File: config.mk
export PLATFORM = sky130hd
export DESIGN_NAME = seq_booth_multiplier
export DESIGN_NICKNAME = d
export VERILOG_FILES = /design/src/rtl/mult_pkg.sv /design/src/rtl/booth_step.sv /design/src/rtl/seq_booth_multiplier.sv
export SDC_FILE = /design/constraint.sdc
export NUM_CORES = 1
export LEC_CHECK = 0
export BUFFER_PORTS_ARGS = -buffer_cell sky130_fd_sc_hd__buf_2
export CAP_MARGIN = 20
export CORE_AREA = 4 4 64 66
export CTS_CLUSTER_DIAMETER = 80
export CTS_CLUSTER_SIZE = 14
export DETAILED_ROUTE_END_ITERATION = 12
export DIE_AREA = 0 0 68 70
export GPL_TIMING_DRIVEN = 0
export RECOVER_POWER = 100
export REMOVE_ABC_BUFFERS = 1
export SLEW_MARGIN = 25
export SYNTH_ARGS = -nofsm -noshare
export SYNTH_HDL_FRONTEND = slang
export SYNTH_SLANG_ARGS = --single-unit
File: constraint.sdc
create_clock -name clk -period 2.85 [get_ports clk]
set_input_delay 0.57 -clock clk [delete_from_list [all_inputs] [get_ports clk]]
set_output_delay 0.57 -clock clk [all_outputs]
set_load 0.01 [all_outputs]
File: src/rtl/mult_pkg.sv
// Shared definitions for the sequential Booth multiplier: FSM state
// encoding and the radix-2 Booth recode patterns on {Q[0], q_1}.
package mult_pkg;

  typedef enum logic [1:0] {
    IDLE,
    CALC,
    DONE
  } mult_state_t;

  // {Q[0], q_1} patterns that trigger an add or a subtract of the multiplicand
  localparam logic [1:0] BOOTH_ADD = 2'b01;
  localparam logic [1:0] BOOTH_SUB = 2'b10;

endpackage

File: src/rtl/booth_step.sv
// One radix-2 Booth step: conditional add/subtract of the extended
// multiplicand into the upper accumulator half, then an arithmetic shift
// right of the whole {P_hi, Q, q_1} accumulator by one bit.
module booth_step
  import mult_pkg::*;
#(
  parameter int unsigned WIDTH = 4
) (
  input  logic [2*WIDTH+2:0] acc,
  input  logic [WIDTH:0]     a_ext,
  output logic [2*WIDTH+2:0] acc_next
);

  logic [WIDTH:0] p_hi;
  logic [WIDTH:0] p_sum;

  assign p_hi = acc[2*WIDTH+2:WIDTH+2];

  // Recode {Q[0], q_1} into add / subtract / hold, then shift arithmetically
  always_comb begin
    p_sum = p_hi;
    unique case (acc[1:0])
      BOOTH_ADD: p_sum = p_hi + a_ext;
      BOOTH_SUB: p_sum = p_hi - a_ext;
      default:   p_sum = p_hi;
    endcase
    acc_next = {p_sum[WIDTH], p_sum, acc[WIDTH+1:1]};
  end

endmodule

File: src/rtl/seq_booth_multiplier.sv
// Multi-cycle radix-2 Booth multiplier. Operands are extended to WIDTH+1
// bits at acceptance (sign- or zero-extended per is_signed) so one datapath
// handles both modes; WIDTH+1 Booth steps then yield the product, which is
// registered on entry to DONE and held until the next result or reset.
module seq_booth_multiplier
  import mult_pkg::*;
#(
  parameter int unsigned WIDTH = 4
) (
  input  logic                 clk,
  input  logic                 rst,
  input  logic                 start,
  input  logic                 is_signed,
  input  logic [WIDTH-1:0]     A,
  input  logic [WIDTH-1:0]     B,
  output logic                 busy,
  output logic                 done,
  output logic [2*WIDTH-1:0]   product
);

  localparam int unsigned CNT_W = $clog2(WIDTH + 2);

  mult_state_t          state;
  mult_state_t          state_nxt;
  logic                 accept;
  logic                 last_step;
  logic [CNT_W-1:0]     cnt;
  logic [WIDTH:0]       a_ext;
  logic [WIDTH:0]       a_in_ext;
  logic [WIDTH:0]       b_in_ext;
  logic [2*WIDTH+2:0]   acc;
  logic [2*WIDTH+2:0]   acc_next;

  booth_step #(
    .WIDTH(WIDTH)
  ) u_step (
    .acc     (acc),
    .a_ext   (a_ext),
    .acc_next(acc_next)
  );

  assign a_in_ext  = is_signed ? {A[WIDTH-1], A} : {1'b0, A};
  assign b_in_ext  = is_signed ? {B[WIDTH-1], B} : {1'b0, B};
  assign last_step = (cnt == CNT_W'(WIDTH));

  assign busy = (state == CALC);
  assign done = (state == DONE);

  // State register
  always_ff @(posedge clk) begin
    if (rst) state <= IDLE;
    else     state <= state_nxt;
  end

  // Next-state logic; a start is honoured in IDLE and in DONE (back-to-back)
  always_comb begin
    state_nxt = state;
    accept    = 1'b0;
    unique case (state)
      IDLE: begin
        if (start) begin
          accept    = 1'b1;
          state_nxt = CALC;
        end
      end
      CALC: begin
        if (last_step) state_nxt = DONE;
      end
      DONE: begin
        if (start) begin
          accept    = 1'b1;
          state_nxt = CALC;
        end else begin
          state_nxt = IDLE;
        end
      end
      default: state_nxt = IDLE;
    endcase
  end

  // Operand capture, Booth iteration and product register.
  // The product is taken from the combinational step output on the final
  // step edge so it is valid in the same cycle that done is high.
  always_ff @(posedge clk) begin
    if (rst) begin
      cnt     <= '0;
      a_ext   <= '0;
      acc     <= '0;
      product <= '0;
    end else if (accept) begin
      cnt   <= '0;
      a_ext <= a_in_ext;
      acc   <= {{(WIDTH+1){1'b0}}, b_in_ext, 1'b0};
    end else if (state == CALC) begin
      acc <= acc_next;
      cnt <= cnt + CNT_W'(1);
      if (last_step) product <= acc_next[2*WIDTH:1];
    end
  end

endmodule

==> key figures <==
Run status
  • Status: finished, final reports clean

Clock network
  • Root Buffer: clkbuf_4
  • Post-CTS resize count: 0
  • Clk Latency, worst-skew pair: ~0.33 ns
  • H-tree depth: 1
  • Max Root-Sink Buffers: 2
  • Post-CTS setup buffer count: 0
  • CTS sink count: 28
  • Clock Pin Slew Worst Setup and Hold Paths: approximately 0.15 ns
  • CTS buffer count: 3
  • CTS Hold Buffers Added: 0
  • CTS tree: done

Layout
  • Fin cells: ~240
  • Most frequent cells in the layout: nand2_1, dfxtp_1, a21oi_1, nor2_1
  • Fin nets: about 210
  • Share of post-route cells with drive strength above 1: a little under a tenth
  • ANT cells: 0
  • Final Util: roughly 43%
  • Most common cell after layout, fill and taps aside: nand2_1
  • Area delta synth->final: 13.5%

Worst setup path
  • Largest delay contributor family on the critical path: adder cells
  • Worst setup EP type: flip-flop
  • Buf/Inv on CP: 1
  • Worst path arrival time: approximately 2.9 ns
  • Crit path max fanout: 4
  • Reg2reg end: acc[9]
  • Worst-path cell chain: inv_1 -> ha_1 -> mux2_1 -> fa_1 -> nand2b_1 -> a21oi_1 -> xor2_1 -> or4_1 -> a21oi_1
  • Reg-to-reg startpoint: a_ext[0]
  • CP peak stage delay: between 0.4 and 0.5 ns
  • Crit-path most repeated cell: a21oi_1
  • FF-to-FF path depth: 9
  • Crit-path slowest cell: fa_1
  • Setup crit start kind: flip-flop
  • R2R Setup Slk: roughly 0.27 ns
  • Crit path kind: reg -> reg
  • CP Data Required Time: between 3 and 4 ns

Min path
  • Hold path depth: 3
  • Hold Crit Start: A[2]
  • Tightest Hold Check Type: in -> reg
  • Hold Path End: a_ext[2]

STA
  • Setup TNS: 0 ns
  • Final worst path period need: 2.58 ns
  • Hold Violations, Final: 0
  • # setup viols final: 0
  • Max Slew Vio Count: 0
  • Fin crit share: around 90%
  • Slew margin rel.: 37.7%
  • Fin Hold WS: between 0.4 and 0.5 ns
  • Clock skew: 0.00245 ns
  • RSZ-0062 raised after global routing: false
  • Fmax: between 300 and 400 MHz
  • Worst slew pin tran: just over 0.9 ns

Route
  • DRT iter0 DRCs: 19
  • Number of remaining DRC errors: 0
  • Final ANT Viol Nets: 0
  • First-pass DRT Iterations: 4
  • WL final: approximately 2.9 mm
  • Vias: roughly 1.2k
  • Routed len/inst: approximately 12 um
  • Post-DR vias/cell: 4.92

Synthesis
  • Unique masters post-synth: 32
  • YS warnings: 0
  • Synth Instances: 169
  • Synth Register Bits: 28
  • Post-synth top flop: dfxtp_1
  • Fraction of registers with async set/reset: 0%
  • Post-synth EDFFs: 0
  • Synth Cell Area: approximately 0.0014 mm2
  • Synth Area per Inst: between 8 and 9 um2
  • Seq/Total Area, Yosys: approximately two fifths

Placed design
  • Placed instance count: ~230
  • Input/output buffers: 21
  • GPL Wtd Cong: just over 0.7
  • Post-DP HPWL: 2.21 mm

Power and ir drop
  • Pleak: about 0.57 nW
  • Total Power: approximately 0.82 mW
  • Worst vdd ir: between 0.3 and 0.4 mV
  • PwrDens: ~530 mW/mm2

Floorplan
  • DIE WIDTH: just under 70 um
  • Die span in y: ~70 um
  • Initial core utilization: between 30% and 40%
  • Row Count: 22
  • CORE AREA: 0.00358 mm2
  • Die ar.: about 0.0048 mm2
  • Top Ports: 22

Global routing
  • First-pass GRT wire length: 4.90 mm
  • Vias in the first global route: about 1.1k
  • Largest net degree at the start of global routing: 23
  • Total gr overflow: 0
  • All-Layer GR Usage: between 10% and 20%
  • Initial antenna violation count: 0

Job
  • Max capacitance violation total: 0
[worst max path at each step]
stage	cells after the start	endpoint	from
after global routing	9	acc[9]	a_ext[0]
after floorplan	9	acc[9]	a_ext[0]
after detailed placement	9	acc[9]	a_ext[0]
after global placement	9	acc[9]	a_ext[0]
after CTS	9	acc[9]	a_ext[0]
final	9	acc[9]	a_ext[0]
[report_power, final]
part | internal [mW] | switching [mW] | leakage [nW]
logic | 0.0599 | 0.0829 | 0.314
clock network | 0.142 | 0.120 | 0.0279
registers | 0.406 | 0.0131 | 0.228
total | 0.608 | 0.216 | 0.570
[final cells by class]
class                           count  area (um2)
Timing Repair Buffer               21        92.6
Clock inverter                      1        30.0
Sequential cell                    28         561
Inverter                           11        41.3
Tap cell                           48        60.1
Clock buffer                        3        22.5
Fill cell                         366        2030
Multi-Input combinational cell    125         742
[synthesized netlist by cell type, drive strengths merged (3+ instances only)]
master / number / area (um2)
nand2b: 5 / 31.3
nand3: 3 / 15.0
dfxtp: 28 / 561
xnor2: 3 / 26.3
o21ai: 4 / 20.0
inv: 11 / 41.3
a22oi: 4 / 30.0
clkbuf: 3 / 11.3
nand2: 36 / 135
xor2: 3 / 26.3
nor2: 15 / 58.8
nor2b: 4 / 25.0
a21oi: 24 / 120
ha: 8 / 100
[per-layer routing]
layer / GRT usage, % / vias up / routed length (um)
li1: - / 609 / -
met1: 16.9 / 535 / 1340
met2: 20.8 / 18 / 1400
met3: 1.93 / 4 / 99
met4: 4.86 / 0 / 27
met5: 0 / - / 0
[through the flow]
stage          cell area (um2)  setup WS, ns
2_1_floorplan             1340         0.540
3_3_place_gp              1510         0.390
3_5_place_dp              1510         0.325
4_1_cts                   1560         0.284
5_1_grt                   1550         0.133
6_report                  1550         0.267
[flip-flops by register name (all words and copies together), names as in the netlist]
name	cells
a_ext	5
acc	10
state	2
product	8
cnt	3
[worst min-delay path, delay by kind of cell]
kind                   cells  cell delay, ns
AO/OA/AOI/OAI              1            0.05
buffers and inverters      1            0.09
AND/OR/NAND/NOR            1            0.05
[kinds of logic (layout without fill, tap and decap cells)]
kind of cell / after synthesis / count (layout) / share of synthesized area (%)
AND/OR/NAND/NOR: 69 / 69 / 23.0
AO/OA/AOI/OAI: 38 / 38 / 16.3
flip-flops: 28 / 28 / 41.1
buffers and inverters: 16 / 36 / 4.58
XOR/XNOR: 6 / 6 / 3.85
multiplexers: 3 / 3 / 2.38
adder cells (fa/ha/maj): 9 / 9 / 8.80
Power figures use the tool's default switching activity.
